File: config.mk
export PLATFORM = sky130hd
export DESIGN_NAME = snitch_ro_cache_ctrl
export DESIGN_NICKNAME = d
export VERILOG_FILES = /design/src/rtl/snitch_ro_cache_ctrl.sv
export SDC_FILE = /design/constraint.sdc
export NUM_CORES = 1
export LEC_CHECK = 0
export CAP_MARGIN = 20
export CORE_MARGIN = 4
export CORE_UTILIZATION = 30
export CTS_CLUSTER_SIZE = 12
export DETAILED_ROUTE_END_ITERATION = 6
export GPL_ROUTABILITY_DRIVEN = 0
export SLEW_MARGIN = 25
export SYNTH_ARGS = -nofsm -noshare
export SYNTH_HDL_FRONTEND = slang
export SYNTH_SLANG_ARGS = --single-unit
File: constraint.sdc
create_clock -name clk_i -period 2.9 [get_ports clk_i]
set_input_delay 0.29 -clock clk_i [delete_from_list [all_inputs] [get_ports clk_i]]
set_output_delay 0.29 -clock clk_i [all_outputs]
set_load 0.02 [all_outputs]
File: src/rtl/snitch_ro_cache_ctrl.sv
// Runtime control for snitch_read_only_cache: enable/flush/rule registers, outstanding-read
// tracking and a drain-flush-apply sequence. Optional PERF counter: SNITCH_RO_CACHE_CTRL_PERF_EN.
module snitch_ro_cache_ctrl #(
   parameter int unsigned NrAddrRules  = 1,
   parameter int unsigned AxiAddrWidth = 48,
   parameter int unsigned MaxTrans     = 4
) (
   input  logic                                clk_i,
   input  logic                                rst_i,
   input  logic                                cfg_req_valid_i,
   output logic                                cfg_req_ready_o,
   input  logic                                cfg_req_write_i,
   input  logic [7:0]                          cfg_req_addr_i,
   input  logic [31:0]                         cfg_req_wdata_i,
   output logic                                cfg_rsp_valid_o,
   output logic [31:0]                         cfg_rsp_rdata_o,
   output logic                                cfg_rsp_error_o,
   input  logic                                ar_valid_i,
   input  logic                                ar_ready_i,
   input  logic                                r_valid_i,
   input  logic                                r_ready_i,
   input  logic                                r_last_i,
   output logic                                ar_hold_o,
   output logic                                enable_o,
   output logic                                flush_valid_o,
   input  logic                                flush_ready_i,
   output logic [NrAddrRules*AxiAddrWidth-1:0] start_addr_o,
   output logic [NrAddrRules*AxiAddrWidth-1:0] end_addr_o
);
   localparam int unsigned CntW = $clog2(MaxTrans + 1);
   localparam int unsigned HiW  = AxiAddrWidth - 32;

   typedef enum logic [1:0] {IDLE, DRAIN, FLUSH, APPLY} state_e;
   state_e state;

   logic [AxiAddrWidth-1:0] shd_start [NrAddrRules];
   logic [AxiAddrWidth-1:0] shd_end   [NrAddrRules];
   logic                    ctrl_en, err, err_set;
   logic [CntW-1:0]         cnt;
   logic                    wr, wr_ctrl, wr_status, trigger, ctrl_en_nxt;
   logic                    ar_hs, r_done, rd_err;
   logic [31:0]             rd_data;

   assign cfg_req_ready_o = 1'b1;
   assign wr          = cfg_req_valid_i & cfg_req_write_i;
   assign wr_ctrl     = wr && (cfg_req_addr_i == 8'h00);
   assign wr_status   = wr && (cfg_req_addr_i == 8'h04);
   assign trigger     = wr_ctrl & (cfg_req_wdata_i[1] | cfg_req_wdata_i[2]);
   assign ctrl_en_nxt = wr_ctrl ? cfg_req_wdata_i[0] : ctrl_en;
   assign ar_hs       = ar_valid_i & ar_ready_i;
   assign r_done      = r_valid_i & r_ready_i & r_last_i;
   assign err_set     = (ar_hs & ~r_done & (cnt == CntW'(MaxTrans)))
                      | (r_done & ~ar_hs & (cnt == '0));

`ifdef SNITCH_RO_CACHE_CTRL_PERF_EN
   logic [31:0] perf_cnt;
   logic        wr_perf;
   assign wr_perf = wr && (cfg_req_addr_i == 8'h08);

   always_ff @(posedge clk_i) begin
      if (rst_i || wr_perf) perf_cnt <= '0;
      else if (state != IDLE && perf_cnt != 32'hFFFF_FFFF) perf_cnt <= perf_cnt + 32'd1;
   end
`endif

   always_comb begin
      rd_data = '0;
      rd_err  = 1'b0;
      if (cfg_req_addr_i[1:0] != 2'b00) begin
         rd_err = 1'b1;
      end else if (cfg_req_addr_i[7:4] == 4'h0) begin
         case (cfg_req_addr_i[3:2])
            2'd0: rd_data[0] = ctrl_en;
            2'd1: begin
               rd_data[0]         = (state != IDLE);
               rd_data[1]         = err;
               rd_data[8 +: CntW] = cnt;
            end
`ifdef SNITCH_RO_CACHE_CTRL_PERF_EN
            2'd2: rd_data = perf_cnt;
`else
            2'd2: rd_data = '0;
`endif
            default: rd_err = 1'b1;
         endcase
      end else begin
         rd_err = 1'b1;
         for (int i = 0; i < NrAddrRules; i++) begin
            if (cfg_req_addr_i[7:4] == 4'(i + 1)) begin
               rd_err = 1'b0;
               case (cfg_req_addr_i[3:2])
                  2'd0:    rd_data            = shd_start[i][31:0];
                  2'd1:    rd_data[HiW-1:0]   = shd_start[i][AxiAddrWidth-1:32];
                  2'd2:    rd_data            = shd_end[i][31:0];
                  default: rd_data[HiW-1:0]   = shd_end[i][AxiAddrWidth-1:32];
               endcase
            end
         end
      end
   end

   // Register port: response is registered, exactly one cycle after the request.
   always_ff @(posedge clk_i) begin
      if (rst_i) begin
         cfg_rsp_valid_o <= 1'b0;
         cfg_rsp_rdata_o <= '0;
         cfg_rsp_error_o <= 1'b0;
         ctrl_en         <= 1'b0;
         for (int i = 0; i < NrAddrRules; i++) begin
            shd_start[i] <= '0;
            shd_end[i]   <= '0;
         end
      end else begin
         cfg_rsp_valid_o <= cfg_req_valid_i;
         cfg_rsp_rdata_o <= (cfg_req_valid_i && !cfg_req_write_i) ? rd_data : '0;
         cfg_rsp_error_o <= cfg_req_valid_i & rd_err;
         ctrl_en         <= ctrl_en_nxt;
         for (int i = 0; i < NrAddrRules; i++) begin
            if (wr && cfg_req_addr_i[1:0] == 2'b00 && cfg_req_addr_i[7:4] == 4'(i + 1)) begin
               case (cfg_req_addr_i[3:2])
                  2'd0:    shd_start[i][31:0]              <= cfg_req_wdata_i;
                  2'd1:    shd_start[i][AxiAddrWidth-1:32] <= cfg_req_wdata_i[HiW-1:0];
                  2'd2:    shd_end[i][31:0]                <= cfg_req_wdata_i;
                  default: shd_end[i][AxiAddrWidth-1:32]   <= cfg_req_wdata_i[HiW-1:0];
               endcase
            end
         end
      end
   end

   always_ff @(posedge clk_i) begin
      if (rst_i) begin
         cnt <= '0;
         err <= 1'b0;
      end else begin
         if (ar_hs && !r_done && cnt != CntW'(MaxTrans)) cnt <= cnt + 1'b1;
         else if (r_done && !ar_hs && cnt != '0)       cnt <= cnt - 1'b1;
         // A new error in the same cycle as a clear wins, so nothing is lost.
         err <= (err & ~(wr_status & cfg_req_wdata_i[1])) | err_set;
      end
   end

   always_ff @(posedge clk_i) begin
      if (rst_i) begin
         state         <= IDLE;
         ar_hold_o     <= 1'b0;
         enable_o      <= 1'b0;
         flush_valid_o <= 1'b0;
         start_addr_o  <= '0;
         end_addr_o    <= '0;
      end else begin
         case (state)
            IDLE: begin
               if (trigger) begin
                  state     <= DRAIN;
                  ar_hold_o <= 1'b1;
                  enable_o  <= 1'b0;
               end else begin
                  enable_o  <= ctrl_en_nxt;
               end
            end
            DRAIN: begin
               if (cnt == '0 && !ar_hs) begin
                  state         <= FLUSH;
                  flush_valid_o <= 1'b1;
               end
            end
            FLUSH: begin
               // New rules are loaded as APPLY is entered so the cache sees them in APPLY.
               if (flush_ready_i) begin
                  state         <= APPLY;
                  flush_valid_o <= 1'b0;
                  for (int i = 0; i < NrAddrRules; i++) begin
                     start_addr_o[i*AxiAddrWidth +: AxiAddrWidth] <= shd_start[i];
                     end_addr_o[i*AxiAddrWidth +: AxiAddrWidth]   <= shd_end[i];
                  end
               end
            end
            default: begin
               state     <= IDLE;
               ar_hold_o <= 1'b0;
               enable_o  <= ctrl_en_nxt;
            end
         endcase
      end
   end
endmodule
; Word level (Yosys, flattened, before mapping)
; Memories as Yosys holds them, arrays and structs flattened.
; Index checks and enable logic that the tools add are counted.
[word_totals]
ff_bits = 140
latch_bits = 0
mem_bits_rw = 96
rom_bits = 0
inputBits = 50
out_inout_bits = 134
memories = 2
[classes]
n_addsub = 2
mul = 0
n_div = 0
magnitude_cmp = 0
n_eq_ne = 11
shift = 0
n_mux = 50
bitwise = 21
reduce_logical = 36
[mem_list]
columns = memory, words, word_bits, rd, rd_clocked_by_memory_dff, wr, line
row1 = shd_end, 1, 48, 1, 0, 1, 37  ; logic [AxiAddrWidth-1:0] shd_end [NrAddrRules];
row2 = shd_start, 1, 48, 1, 0, 1, 36  ; logic [AxiAddrWidth-1:0] shd_start [NrAddrRules];
[op_table]
columns = cell, n
row1 = 48-bit 2-to-1 mux, 4
row2 = 48-bit OR reduction, 4
row3 = 16-bit one-hot mux with 3 select lines, 1
row4 = 16-bit one-hot mux with 2 select lines, 1
row5 = 1-bit 2-to-1 mux, 27
row6 = 11-bit 2-to-1 mux, 2
row7 = 2-bit 2-to-1 mux, 7
row8 = 1-bit AND, 12
row9 = 1-bit logical AND, 10
row10 = 3-bit 2-to-1 mux, 3
row11 = 8-bit by 3-bit == test with 1-bit output (second input constant), 1
row12 = 8-bit logical NOT, 1
row13 = 1-bit one-hot mux with 2 select lines, 4
row14 = 2-bit nonzero test, 4
row15 = 2-bit logical NOT, 3
row16 = 2-bit inequality test (second input constant), 3
row17 = 1-bit NOT, 6
row18 = 2-bit one-hot mux with 3 select lines, 1
row19 = 3-bit AND reduction, 2
row20 = 3-bit OR reduction, 2
row21 = 5-bit OR reduction, 1
row22 = 2-bit by 1-bit == test with 1-bit output (second input constant), 2
row23 = 2-bit == test (second input constant), 2
row24 = 4-bit by 1-bit == test with 1-bit output (second input constant), 1
row25 = 11 further kinds, 16

; Logic depth before layout (Yosys ltp)
[depth]
ltp_word = 9
ltp_mapped = 8
mapped_depth_nobuf = 7

; Least setup slack after synthesis
; OpenSTA, ideal clock, no wires.
[synth_path]
path_kind = input-to-reg
start = in cfg_req_addr_i[7]
end = mem shd_start[0][0], enable pin
setup_time_ps = 428
arrival_time_ps = 2589
path_slack_ps = -117
stages = 4
n_path_buf = 1
path_cell_list = nor4b_4 nand2_1 clkbuf_1 o21bai_1
[synth_via]
elab_chain_len = 8
word_cells_on_any_way = 12
cone_classes = eq/ne (1) / mux (8) / reduce/logical (3)
[synth_rtl]
columns = item, line
row1 = "start, declared", 13  ; input logic [7:0] cfg_req_addr_i,
row2 = 4-bit by 1-bit == test with 1-bit output (*), 119  ; if (wr && cfg_req_addr_i[1:0] == 2'b00 && cfg_req_addr_i[7:4] == 4'(i + 1)) begin
row3 = 1-bit logical AND (*), 119
row4 = 1-bit 2-to-1 mux, 119
row5 = 1-bit 2-to-1 mux, 104  ; if (rst_i) begin
row6 = 1-bit 2-to-1 mux (implied by the code), 121  ; 2'd0: shd_start[i][31:0] <= cfg_req_wdata_i;
row7 = 48-bit OR reduction (no source line), n/a
row8 = 2-bit 2-to-1 mux (no source line), n/a
row9 = 2-bit 2-to-1 mux (no source line) (*), n/a
row10 = "end, declared", 36
; Every way passes the cells marked *; elsewhere a longest branch is shown, timed or not.

; Final worst setup path
[layout_path]
start = reg cnt[0]
end = reg cnt[2]
[layout_via]
elab_chain_len = 3
word_cells_on_any_way = 9
cone_classes = add/sub (2) / eq/ne (1) / mux (2) / reduce/logical (4)
[layout_rtl]
columns = item, line
row1 = "start, declared", 39  ; logic [CntW-1:0] cnt;
row2 = "start signal, assigned", 136  ; if (ar_hs && !r_done && cnt != CntW'(MaxTrans)) cnt <= cnt + 1'b1;
row3 = "start signal, assigned", 137  ; else if (r_done && !ar_hs && cnt != '0) cnt <= cnt - 1'b1;
row4 = 3-bit by 1-bit subtractor with 3-bit output (tied with other cells), 137
row5 = 3-bit 2-to-1 mux (tied with other cells), 137
row6 = 3-bit 2-to-1 mux or 2-bit nonzero test (tied branches), n/a
; Several ways; a longest one is shown, not always the timed one. The select of a mux whose other input is x is not followed.
; A chain may end at the register's enable or synchronous reset.

==> results.py <==
metrics = {
    "outcome": {
        "status": "finished clean",
    },
    "worst_setup_path": {
        "reg2reg_to": "cnt[2]",
        "reg2reg_from": "cnt[0]",
        "worstPathArrival_ns": 2.76,
        "r2r_setup_slack_ns": 0.57,
        "cp_data_required_time_ns": 3.33,
        "start_kind": "flop",
        "crit_fanout": 7,
        "path_class": "reg2reg",
        "timing.critical_path.to_type": "flop",
        "reg2reg_depth": 7,
    },
    "clock_tree": {
        "clkLatencyLatePin_ns": 0.52,
        "cts_resized": 0,
        "holdBufCountCts": 0,
        "cts_inserted_buffers": 27,
        "h-tree-depth": 1,
        "cts_tree": "yes",
        "clk_pin_slew_ns": 0.06,
        "cts.sinks": 236,
        "clk_path_buf_depth": 3,
        "postCtsSetupBuffers": 0,
        "clockRootBuffer": "clkbuf_16",
    },
    "route": {
        "first_pass_iters": 5,
        "drt_iter0_markers": 360,
        "via_per_inst": 4.621,
        "routed_wl_mm": 25.25,
        "vias": 6599,
        "drtAntennaViolNets": 0,
        "drt-wirelength-per-cell_um": 17.68,
        "drc": 0,
    },
    "logic_synthesis": {
        "synth_top_cell_by_area": "edfxtp_1",
        "synth_top_family_by_area": "simple AND/OR/NAND/NOR gates",
        "synth-compound-area-share": 0.08250,
        "ys_seq_area_frac": 0.6248,
        "ys_seq_elements": 236,
        "synth-main-ff-cell": "dfxtp_1",
        "synthMuxAreaShare": 0.05720,
        "synth_top_area_share": 0.3168,
        "syn_inst": 840,
        "syn_avg_cell_area_um2": 10.83,
        "synthXorXnorAreaFrac": 0,
        "synthAdderAreaFrac": 0.007700,
        "synth_area_leaders": "edfxtp_1 32%, dfxtp_1 31%, nand2_1 8.3%, and2_1 6.5%, a21oi_1 5.7%",
        "synth.distinct_cells": 48,
        "syn_nets": 895,
        "synth_warnings": 0,
        "synth_edf_count": 96,
        "synth-async-reset-ratio": 0,
        "synth-simple-area-share": 0.1969,
        "synthesis.area_mm2": 0.009100,
    },
    "layout": {
        "areaGrowthSynthToFinish_pct": 35.36,
        "nets": 1073,
        "drive_gt1_frac": 0.1002,
        "final_cell_count_no_fill": 1428,
        "finalInstanceArea_mm2": 0.01232,
        "diodes": 0,
        "final_common_cell": "nand2_1",
        "final_cell_mix": "200 x nand2_1, 179 x clkdlybuf4s50_1, 140 x dfxtp_1",
    },
    "floorplan": {
        "core_area_mm2": 0.02980,
        "die_area_mm2": 0.03318,
        "start_util": 0.3054,
        "ios": 184,
        "rows": 63,
        "die_w_um": 182.2,
        "die_h_um": 182.2,
    },
    "worst_hold_path": {
        "min_path_type": "in2reg",
        "min_to": "start_addr_o[41]",
        "hold_depth": 2,
        "hp-start": "rst_i",
    },
    "job": {
        "maxCapViolCount": 0,
    },
    "timing": {
        "hold_viol": 0,
        "rsz0062_at_grt": "false",
        "slew_headroom": 0.4992,
        "setup_viol": 0,
        "fin_crit_sh": 0.8024,
        "min_period_ns": 2.327,
        "max_freq_mhz": 429.8,
        "slew_violations": 0,
        "max_slew.worst_pin.slew_ns": 0.7511,
        "skew_ns": 0.01444,
    },
    "pwr": {
        "share_seq_of_total_power": 0.480,
        "switchingPower_mw": 1.671,
        "p_leak_nw": 4.222,
        "p_clk_frac": 0.451,
        "vdd_drop_max_v": 0.0004040,
        "comb_power_share": 0.068,
        "swShare": 0.2224,
        "power.internal_mw": 5.842,
        "power_density_mw_per_mm2": 609.9,
    },
    "global_routing": {
        "grt_remaining_overflow": 0,
        "grt_start_max_net_pins": 64,
        "antenna_found_initial": 0,
        "grt_usage": 0.1482,
        "grt_pass1_wl_mm": 39.04,
        "grt_pass1_vias": 6761,
    },
    "placed_design": {
        "post_dp_cell_area_mm2": 0.01142,
        "portBuffers": 182,
        "dp_hpwl_mm": 16.57,
        "dp_cells": 1379,
    },
}
[metal layers]
metal  part of all wire  track usage  vias up
met1               0.43       0.1900     3151
met5                  0            0        -
li1                   -            -     3223
met4              0.020      0.03152        0
met3              0.063      0.03528       34
met2               0.48       0.2559      191
[final cells by class]
class,instances,area [µm²]
clock buffers,39,790.8
well taps,390,488.0
repair buffers,206,2027
multi-input cells,541,3199
flip-flops and latches,236,5685
clock inverters,10,105.1
inverters,6,22.52
fillers,2931,17480
[synth_stat cells (3+ instances only)]
library cell,n
o21ai_0,3
mux2i_1,16
o21bai_1,4
buf_2,10
a21oi_1,103
nand3_1,3
nor3_1,12
and2_1,94
nand2b_1,3
a22oi_1,4
clkbuf_1,33
buf_1,10
mux4_2,16
inv_1,6
nor2_1,27
ha_1,4
nor4_1,6
nor2b_1,12
o31ai_1,3
dfxtp_1,140
nand2_1,201
edfxtp_1,96
[flip-flops by register name, indices dropped and copies added (netlist names)]
name / flops
cfg_rsp_valid_o: 1
ctrl_en: 1
end_addr_o: 48
start_addr_o: 48
cnt: 3
ar_hold_o: 1
state: 2
flush_valid_o: 1
err: 1
shd_start: 48
enable_o: 1
cfg_rsp_error_o: 1
shd_end: 48
cfg_rsp_rdata_o: 32
[worst max path at each step]
stage	startpoint	end	depth (start not counted)	slack (ns)
CTS	cnt[0]	cnt[2]	7	0.59
global placement	r_last_i	cnt[2]	8	0.47
detailed placement	r_last_i	cnt[2]	8	0.38
global route	cnt[0]	cnt[2]	7	0.39
finish	cnt[0]	cnt[2]	7	0.57
floorplan	cfg_req_addr_i[7]	shd_start[0][0]	4	-0.12
[kinds of logic after synthesis]
logic type | count (synthesis)
fa+ha+maj | 5
mux | 32
simple gates | 373
other cells | 1
flops | 236
buf+inv | 63
compound gates | 130
[power by group through the flow]
stage	Clock (mW)	Sequential [mW]	Combinational (mW)
2_1_floorplan	0	3.68	0.279
6_report	3.39	3.61	0.515
4_1_cts	3.47	3.61	0.520
3_3_place_gp	0	3.67	0.508
5_1_grt	3.61	3.62	0.557
3_5_place_dp	0	3.68	0.514
[critical path: stages (launching register included)]
cell,delay [ns]
dfxtp_1,0.49
nor2_1,0.15
a211oi_1,0.39
inv_1,0.14
fa_1,0.45
nor4_1,0.30
a311oi_1,0.08
a211oi_1,0.22
[metrics by stage]
step	util	TNS [ns]	power [mW]	hold slack (ns)	setup WS, ns
floorplan	-	-7.502	3.962	0.3962	-0.1173
global placement	0.3833	0	4.183	0.4428	0.4745
detailed placement	0.3833	0	4.192	0.4461	0.3819
CTS	0.4134	0	7.592	0.1701	0.5930
global route	0.4134	0	7.790	0.1872	0.3851
finish	0.4134	0	7.513	0.1959	0.5731
Power figures use the tool's default switching activity.
